$ cat src/rtl/lock_ctrl_pkg.sv
// Shared definitions for the keypad lock: key codes, controller states and
// the factory default code.
package lock_ctrl_pkg;

  localparam int KEY_W  = 4;
  localparam int DIGITS = 4;
  localparam int CODE_W = KEY_W * DIGITS;

  localparam logic [KEY_W-1:0] KEY_ENTER  = 4'd10;
  localparam logic [KEY_W-1:0] KEY_CLEAR  = 4'd11;
  localparam logic [KEY_W-1:0] KEY_CHANGE = 4'd12;

  localparam logic [KEY_W-1:0]  DEFAULT_DIGIT = 4'd6;
  localparam logic [CODE_W-1:0] DEFAULT_CODE  = {DIGITS{DEFAULT_DIGIT}};

  typedef enum logic [2:0] {
    ST_IDLE,
    ST_CHECK,
    ST_OPEN,
    ST_FAIL,
    ST_LOCKOUT,
    ST_NEW_PW,
    ST_CONFIRM
  } lock_state_t;

  // Digit keys are 0-9; everything above is a command or reserved.
  function automatic logic isDigitKey(input logic [KEY_W-1:0] code);
    return (code <= 4'd9);
  endfunction

endpackage

$ cat src/rtl/lock_ctrl_if.sv
// Keypad-side bundle: key strobe in, lock status out.
interface lock_ctrl_if;
  import lock_ctrl_pkg::*;

  logic             key_valid;
  logic [KEY_W-1:0] key_code;
  logic             unlocked;
  logic             alarm;
  logic             pw_changed;
  logic [2:0]       digit_cnt;
  logic [1:0]       err_cnt;
  logic             chg_mode;

  modport master (
    output key_valid, key_code,
    input  unlocked, alarm, pw_changed, digit_cnt, err_cnt, chg_mode
  );

  modport slave (
    input  key_valid, key_code,
    output unlocked, alarm, pw_changed, digit_cnt, err_cnt, chg_mode
  );

endinterface

$ cat src/rtl/lock_keybuf.sv
// Four-digit entry buffer. New digits enter at position 0 and older ones move
// up; once four digits are held further digits are dropped. Clear wins over
// a simultaneous shift. match_o compares a full buffer against ref_i.
module lock_keybuf
  import lock_ctrl_pkg::*;
(
  input  logic              clk,
  input  logic              reset,
  input  logic              clear_i,
  input  logic              shift_i,
  input  logic [KEY_W-1:0]  digit_i,
  input  logic [CODE_W-1:0] ref_i,
  output logic [CODE_W-1:0] digits_o,
  output logic [2:0]        cnt_o,
  output logic              match_o
);

  logic [CODE_W-1:0] digits_q, digits_d;
  logic [2:0]        cnt_q, cnt_d;

  // Next buffer contents: clear, shift a digit in, or hold.
  always_comb begin
    digits_d = digits_q;
    cnt_d    = cnt_q;
    if (clear_i) begin
      digits_d = '0;
      cnt_d    = 3'd0;
    end else if (shift_i && (cnt_q < 3'd4)) begin
      digits_d = {digits_q[CODE_W-KEY_W-1:0], digit_i};
      cnt_d    = cnt_q + 3'd1;
    end
  end

  // Buffer registers with synchronous active-low reset.
  always_ff @(posedge clk) begin
    if (!reset) begin
      digits_q <= '0;
      cnt_q    <= 3'd0;
    end else begin
      digits_q <= digits_d;
      cnt_q    <= cnt_d;
    end
  end

  assign digits_o = digits_q;
  assign cnt_o    = cnt_q;
  assign match_o  = (cnt_q == 3'd4) && (digits_q == ref_i);

endmodule

$ cat src/rtl/lock_ctrl.sv
// Keypad lock controller: code check, timed unlock, lockout after repeated
// failures and a two-step (enter + confirm) code change reachable only while
// the lock is open.
module lock_ctrl
  import lock_ctrl_pkg::*;
#(
  parameter int MAX_TRIES      = 3,
  parameter int UNLOCK_CYCLES  = 8,
  parameter int LOCKOUT_CYCLES = 16
) (
  input logic        clk,
  input logic        reset,
  lock_ctrl_if.slave kp
);

  localparam int TIMER_MAX = (UNLOCK_CYCLES > LOCKOUT_CYCLES) ? UNLOCK_CYCLES : LOCKOUT_CYCLES;
  localparam int TW        = (TIMER_MAX > 1) ? $clog2(TIMER_MAX) : 1;

  lock_state_t       state_q, state_d;
  logic [TW-1:0]     timer_q, timer_d;
  logic [1:0]        errCnt_q, errCnt_d;
  logic [CODE_W-1:0] cand_q, cand_d;
  logic [CODE_W-1:0] storedKey_q, storedKey_d;
  logic              unlocked_q, alarm_q, pwChanged_q, chgMode_q;

  logic              keyLive;
  logic              isDigit, isEnter, isClear, isChange;
  logic              bufClear, bufShift, bufMatch, commit;
  logic [CODE_W-1:0] bufDigits, bufRef;
  logic [2:0]        bufCnt;
  logic [2:0]        errInc;

  // In CONFIRM the buffer is checked against the candidate, otherwise against the stored key.
  assign bufRef = (state_q == ST_CONFIRM) ? cand_q : storedKey_q;
  assign errInc = {1'b0, errCnt_q} + 3'd1;

  lock_keybuf u_keybuf (
    .clk      (clk),
    .reset    (reset),
    .clear_i  (bufClear),
    .shift_i  (bufShift),
    .digit_i  (kp.key_code),
    .ref_i    (bufRef),
    .digits_o (bufDigits),
    .cnt_o    (bufCnt),
    .match_o  (bufMatch)
  );

  // Next-state, timer, error count and buffer control for every controller state.
  always_comb begin
    state_d     = state_q;
    timer_d     = timer_q;
    errCnt_d    = errCnt_q;
    cand_d      = cand_q;
    storedKey_d = storedKey_q;
    bufClear    = 1'b0;
    bufShift    = 1'b0;
    commit      = 1'b0;

    keyLive  = kp.key_valid && (state_q inside {ST_IDLE, ST_OPEN, ST_NEW_PW, ST_CONFIRM});
    isDigit  = keyLive && isDigitKey(kp.key_code);
    isEnter  = keyLive && (kp.key_code == KEY_ENTER);
    isClear  = keyLive && (kp.key_code == KEY_CLEAR);
    isChange = keyLive && (kp.key_code == KEY_CHANGE);

    bufShift = isDigit;
    bufClear = isClear;

    case (state_q)
      ST_IDLE: begin
        if (isEnter) state_d = ST_CHECK;
      end
      ST_CHECK: begin
        bufClear = 1'b1;
        if (bufMatch) begin
          state_d  = ST_OPEN;
          timer_d  = TW'(UNLOCK_CYCLES - 1);
          errCnt_d = 2'd0;
        end else begin
          state_d = ST_FAIL;
        end
      end
      ST_FAIL: begin
        if (errInc == 3'(MAX_TRIES)) begin
          state_d = ST_LOCKOUT;
          timer_d = TW'(LOCKOUT_CYCLES - 1);
        end else begin
          state_d  = ST_IDLE;
          errCnt_d = errInc[1:0];
        end
      end
      ST_LOCKOUT: begin
        if (timer_q == '0) begin
          state_d  = ST_IDLE;
          errCnt_d = 2'd0;
        end else begin
          timer_d = timer_q - TW'(1);
        end
      end
      ST_OPEN: begin
        if (isChange) begin
          state_d  = ST_NEW_PW;
          timer_d  = '0;
          bufClear = 1'b1;
        end else if (timer_q == '0) begin
          state_d  = ST_IDLE;
          bufClear = 1'b1;
        end else begin
          timer_d = timer_q - TW'(1);
        end
      end
      ST_NEW_PW: begin
        if (isEnter) begin
          bufClear = 1'b1;
          if (bufCnt == 3'd4) begin
            cand_d  = bufDigits;
            state_d = ST_CONFIRM;
          end else begin
            state_d = ST_IDLE;
          end
        end
      end
      ST_CONFIRM: begin
        if (isEnter) begin
          bufClear = 1'b1;
          state_d  = ST_IDLE;
          if (bufMatch) begin
            storedKey_d = cand_q;
            commit      = 1'b1;
          end
        end
      end
      default: state_d = ST_IDLE;
    endcase
  end

  // Controller registers; status outputs are registered from the next state so
  // they line up exactly with the state they describe.
  always_ff @(posedge clk) begin
    if (!reset) begin
      state_q     <= ST_IDLE;
      timer_q     <= '0;
      errCnt_q    <= 2'd0;
      cand_q      <= DEFAULT_CODE;
      storedKey_q <= DEFAULT_CODE;
      unlocked_q  <= 1'b0;
      alarm_q     <= 1'b0;
      pwChanged_q <= 1'b0;
      chgMode_q   <= 1'b0;
    end else begin
      state_q     <= state_d;
      timer_q     <= timer_d;
      errCnt_q    <= errCnt_d;
      cand_q      <= cand_d;
      storedKey_q <= storedKey_d;
      unlocked_q  <= (state_d == ST_OPEN);
      alarm_q     <= (state_d == ST_LOCKOUT);
      pwChanged_q <= commit;
      chgMode_q   <= (state_d == ST_NEW_PW) || (state_d == ST_CONFIRM);
    end
  end

  assign kp.unlocked   = unlocked_q;
  assign kp.alarm      = alarm_q;
  assign kp.pw_changed = pwChanged_q;
  assign kp.digit_cnt  = bufCnt;
  assign kp.err_cnt    = errCnt_q;
  assign kp.chg_mode   = chgMode_q;

endmodule
$ cat src/flat_wrapper.sv
// flat-port wrapper written by rule: the top's interface ports become plain ports
module lock_ctrl_flat import lock_ctrl_pkg::*;
#(
  parameter int MAX_TRIES      = 3,
  parameter int UNLOCK_CYCLES  = 8,
  parameter int LOCKOUT_CYCLES = 16
)
  (clk, reset, kp_key_valid, kp_key_code, kp_unlocked, kp_alarm, kp_pw_changed, kp_digit_cnt, kp_err_cnt, kp_chg_mode);
  lock_ctrl_if kp_i ();
  input logic clk;
  input logic reset;
  input wire logic [$bits(kp_i.key_valid)-1:0] kp_key_valid;
  input wire logic [$bits(kp_i.key_code)-1:0] kp_key_code;
  output wire logic [$bits(kp_i.unlocked)-1:0] kp_unlocked;
  output wire logic [$bits(kp_i.alarm)-1:0] kp_alarm;
  output wire logic [$bits(kp_i.pw_changed)-1:0] kp_pw_changed;
  output wire logic [$bits(kp_i.digit_cnt)-1:0] kp_digit_cnt;
  output wire logic [$bits(kp_i.err_cnt)-1:0] kp_err_cnt;
  output wire logic [$bits(kp_i.chg_mode)-1:0] kp_chg_mode;
  assign kp_i.key_valid = kp_key_valid;
  assign kp_i.key_code = kp_key_code;
  assign kp_unlocked = kp_i.unlocked;
  assign kp_alarm = kp_i.alarm;
  assign kp_pw_changed = kp_i.pw_changed;
  assign kp_digit_cnt = kp_i.digit_cnt;
  assign kp_err_cnt = kp_i.err_cnt;
  assign kp_chg_mode = kp_i.chg_mode;
  lock_ctrl #(.MAX_TRIES(MAX_TRIES), .UNLOCK_CYCLES(UNLOCK_CYCLES), .LOCKOUT_CYCLES(LOCKOUT_CYCLES)) u_core (.clk(clk), .reset(reset), .kp(kp_i));
endmodule
$ cat config.mk
export PLATFORM = sky130hd
export DESIGN_NAME = lock_ctrl_flat
export DESIGN_NICKNAME = d
export VERILOG_FILES = /design/src/rtl/lock_ctrl_pkg.sv /design/src/rtl/lock_ctrl_if.sv /design/src/rtl/lock_keybuf.sv /design/src/rtl/lock_ctrl.sv /design/src/flat_wrapper.sv
export SDC_FILE = /design/constraint.sdc
export NUM_CORES = 1
export LEC_CHECK = 0
export BUFFER_PORTS_ARGS = -buffer_cell sky130_fd_sc_hd__buf_2
export CELL_PAD_IN_SITES_DETAIL_PLACEMENT = 1
export CELL_PAD_IN_SITES_GLOBAL_PLACEMENT = 2
export CORE_ASPECT_RATIO = 0.8
export CORE_MARGIN = 2
export CORE_UTILIZATION = 38
export DETAILED_ROUTE_END_ITERATION = 8
export HOLD_SLACK_MARGIN = 0.03
export PLACE_DENSITY_LB_ADDON = 0.05
export SYNTH_ARGS = -nofsm -noshare
export SYNTH_HDL_FRONTEND = slang
export SYNTH_SLANG_ARGS = --single-unit
$ cat constraint.sdc
create_clock -name clk -period 2.7 [get_ports clk]
set_input_delay 0.675 -clock clk [delete_from_list [all_inputs] [get_ports clk]]
set_output_delay 0.675 -clock clk [all_outputs]
set_load 0.01 [all_outputs]
==> flow_summary.ini <==
[sta]
slew_headroom_pct = 44.0
rsz0062_at_grt = false
period_share_pct = 92.8
whs_ns = 0.476
setup_ws_ns = 0.195
fin_setup_tns_ns = 0
hold_viol_final = 0
skew_ns = 0.0128
setup_violations = 0
worst_pin_slew_ns = 0.839
max_freq_ghz = 0.399
slew_violations = 0
fin_crit_ns = 2.51

[place]
place_inst = 509
place.gp.congestion = 0.818
preCtsSetupSlack_ns = 0.150
dp_hpwl_mm = 6.67
port_buffers = 15
postPlaceCellArea_sq_um = 3600

[cts]
numCtsBuffers = 9
cts_tree = built
cts_setup_buffers = 0
hold_buffers = 0
clock_latency_ns = 0.34
clk_pin_slew_ns = 0.08
cts_root_buf = clkbuf_8
clockBufferDepth = 2
cts_resized = 0
clock-sinks = 64
htreeDepth = 3

[cells_and_area]
drive_above_1_share_pct = 12.9
area_growth_pct = 14.5
fin_area_sq_um = 3820
mostFrequentLayoutCell = dfxtp_1
final_cell_mix = 64 x dfxtp_1, 55 x nor2_1, 53 x mux2i_1
final_util_pct = 44.8
diodes = 0
nNetsFinal = 419
layout.cells.non_filler = 524
n_fill_cell = 1020

[critical_path]
path_buf_inv = 1
crit_family = simple AND/OR/NAND/NOR gates
crit_path_end_kind = flop
startpoint_type = flop
crit_slowest_cell = or4_4
critPathMaxStageDelay_ns = 0.57
cp.required_ns = 2.97
cp.arrival_ns = 2.77
crit_top_cell = mux2i_1
worstPathMaxFanout = 16
worstPathCellList = and3b_1 -> mux2i_1 -> o2111ai_1 -> or4_4 -> nor4_4 -> buf_12 -> mux2i_1
critical_path_class = flop to flop

[detailed_routing]
routed-via-count = 2806
first_iter_violations = 153
via_per_inst = 5.35
wl_mm = 9.43
antenna_left = 0
drt_pass1_iterations = 4
drc = 0
routedWlPerCell_um = 18.0

[global_routing]
grt_pass1_vias = 2726
grt_pass1_wl_mm = 15.1
antenna_found_initial = 0
grt_overflow = 0
grt_use_total_pct = 21.1
grt_max_degree = 33

[power_and_ir_drop]
p_int_mw = 1.57
power_frac_seq_pct = 47.4
leakage_nw = 1.52
power.total_mw = 2.05
power_density_nw_per_um2 = 536
pwr-share-clk_pct = 45.9
ir_worst_vdd_mv = 0.315
switchingPower_uw = 476
p_sw_share_pct = 23.2
combPwrFrac_pct = 6.8

[floorplan]
rows = 30
ios = 16
initial_utilization_pct = 39.2
die_y_um = 87.8
dieArea_sq_um = 9550
fp.dieW_um = 109
coreArea_sq_um = 8520

[logic_synthesis]
synth_nets = 398
async_reset_ff_share_pct = 0
yosysSeqAreaShare_pct = 38.4
ys_types = 57
syn_inst = 387
yosysWarnings = 0
synth_enable_flop_cells = 0
ys_seq_elements = 64
synthFlopType = dfxtp_1
netlist_area_sq_um = 3340
avgSynthCellArea_sq_um = 8.62

[job]
drv_cap = 0

[hold_path]
hold_path.class = flop to flop

[status]
outcome = complete, no violations
routing by layer:
layer	GRT usage, %	part of all wire (%)	up-vias
met5	0	0	-
met1	31.6	53	1372
li1	-	-	1398
met3	4.17	2.4	2
met2	31.1	44	34
met4	5.01	0.31	0
layout make-up:
cell class              instances  area (sq um)  area share [%]
clock buffers                  12           155            4.06
well taps                     112           140            3.67
multi-input cells             279          1860            48.8
inverters                      24          90.1            2.36
repair buffers                 30           225            5.89
clock inverters                 3          65.1            1.70
flip-flops and latches         64          1280            33.5
flip-flops by register name (all words and copies together), names as in the netlist:
name	count
u_core.cand_q	16
u_core.kp.alarm	1
u_core.kp.chg_mode	1
u_core.kp.err_cnt	2
u_core.kp.pw_changed	1
u_core.kp.unlocked	1
u_core.state_q	3
u_core.storedKey_q	16
u_core.timer_q	4
u_core.u_keybuf.cnt_o	3
u_core.u_keybuf.digits_o	16
tightest hold or removal path, cell delays in order, from the launching register on:
cell and delay [ns]:
dfxtp_1 0.33, nand2_1 0.06, mux2i_1 0.05
path summary, 6_finish.rpt:
path / startpoint / end / slack [ns] / cells past startpoint
worst max-delay path: u_core.state_q[1]$_SDFF_PN0_ / u_core.storedKey_q[3]$_SDFFE_PN0P_ / 0.19 / 7
worst min-delay path: u_core.storedKey_q[4]$_SDFFE_PN0P_ / u_core.storedKey_q[4]$_SDFFE_PN0P_ / 0.48 / 2
worst max register to register: u_core.state_q[1]$_SDFF_PN0_ / u_core.storedKey_q[3]$_SDFFE_PN0P_ / 0.19 / 7
worst min register to register: u_core.storedKey_q[4]$_SDFFE_PN0P_ / u_core.storedKey_q[4]$_SDFFE_PN0P_ / 0.48 / 2
power by group through the flow:
stage	Clock (mW)	Sequential [mW]	Combinational [mW]
final	0.940	0.970	0.139
after global routing	1.00	0.972	0.153
after CTS	0.966	0.971	0.140
after detailed placement	0	0.993	0.139
after global placement	0	0.992	0.139
after floorplan	0	0.988	0.0934
cells in the mapped netlist (all sizes together) (2+ instances only):
cell,n,area share [%]
a211oi,2,0.45
a21oi,16,2.4
a221oi,5,1.3
a222oi,2,0.60
buf,7,1.7
clkbuf,13,1.5
dfxtp,64,38
ha,4,1.5
inv,24,2.7
mux2i,53,16
nand2,38,4.3
nand2b,14,2.6
nand3,5,0.75
nand4,2,0.37
nor2,55,6.2
nor2b,5,0.94
nor3,6,0.90
nor3b,2,0.45
nor4,2,1.0
o211ai,6,1.3
o21ai,8,1.2
o21bai,2,0.45
o221ai,5,1.3
o22ai,8,1.5
o31a,2,0.53
or3,3,0.56
or3b,2,0.53
or4,2,0.56
xnor2,6,1.6
xor2,2,0.53
cells by family after synthesis:
kind of cell             Yosys count  share of synthesized area (%)
multiplexers                      54                           16.2
XOR/XNOR                           8                           2.10
AO/OA/AOI/OAI                     69                           14.5
adder cells (fa/ha/maj)            4                           1.50
AND/OR/NAND/NOR                  144                           21.3
buffers and inverters             44                           5.89
flip-flops                        64                           38.4
(Power assumes the default switching activity.)
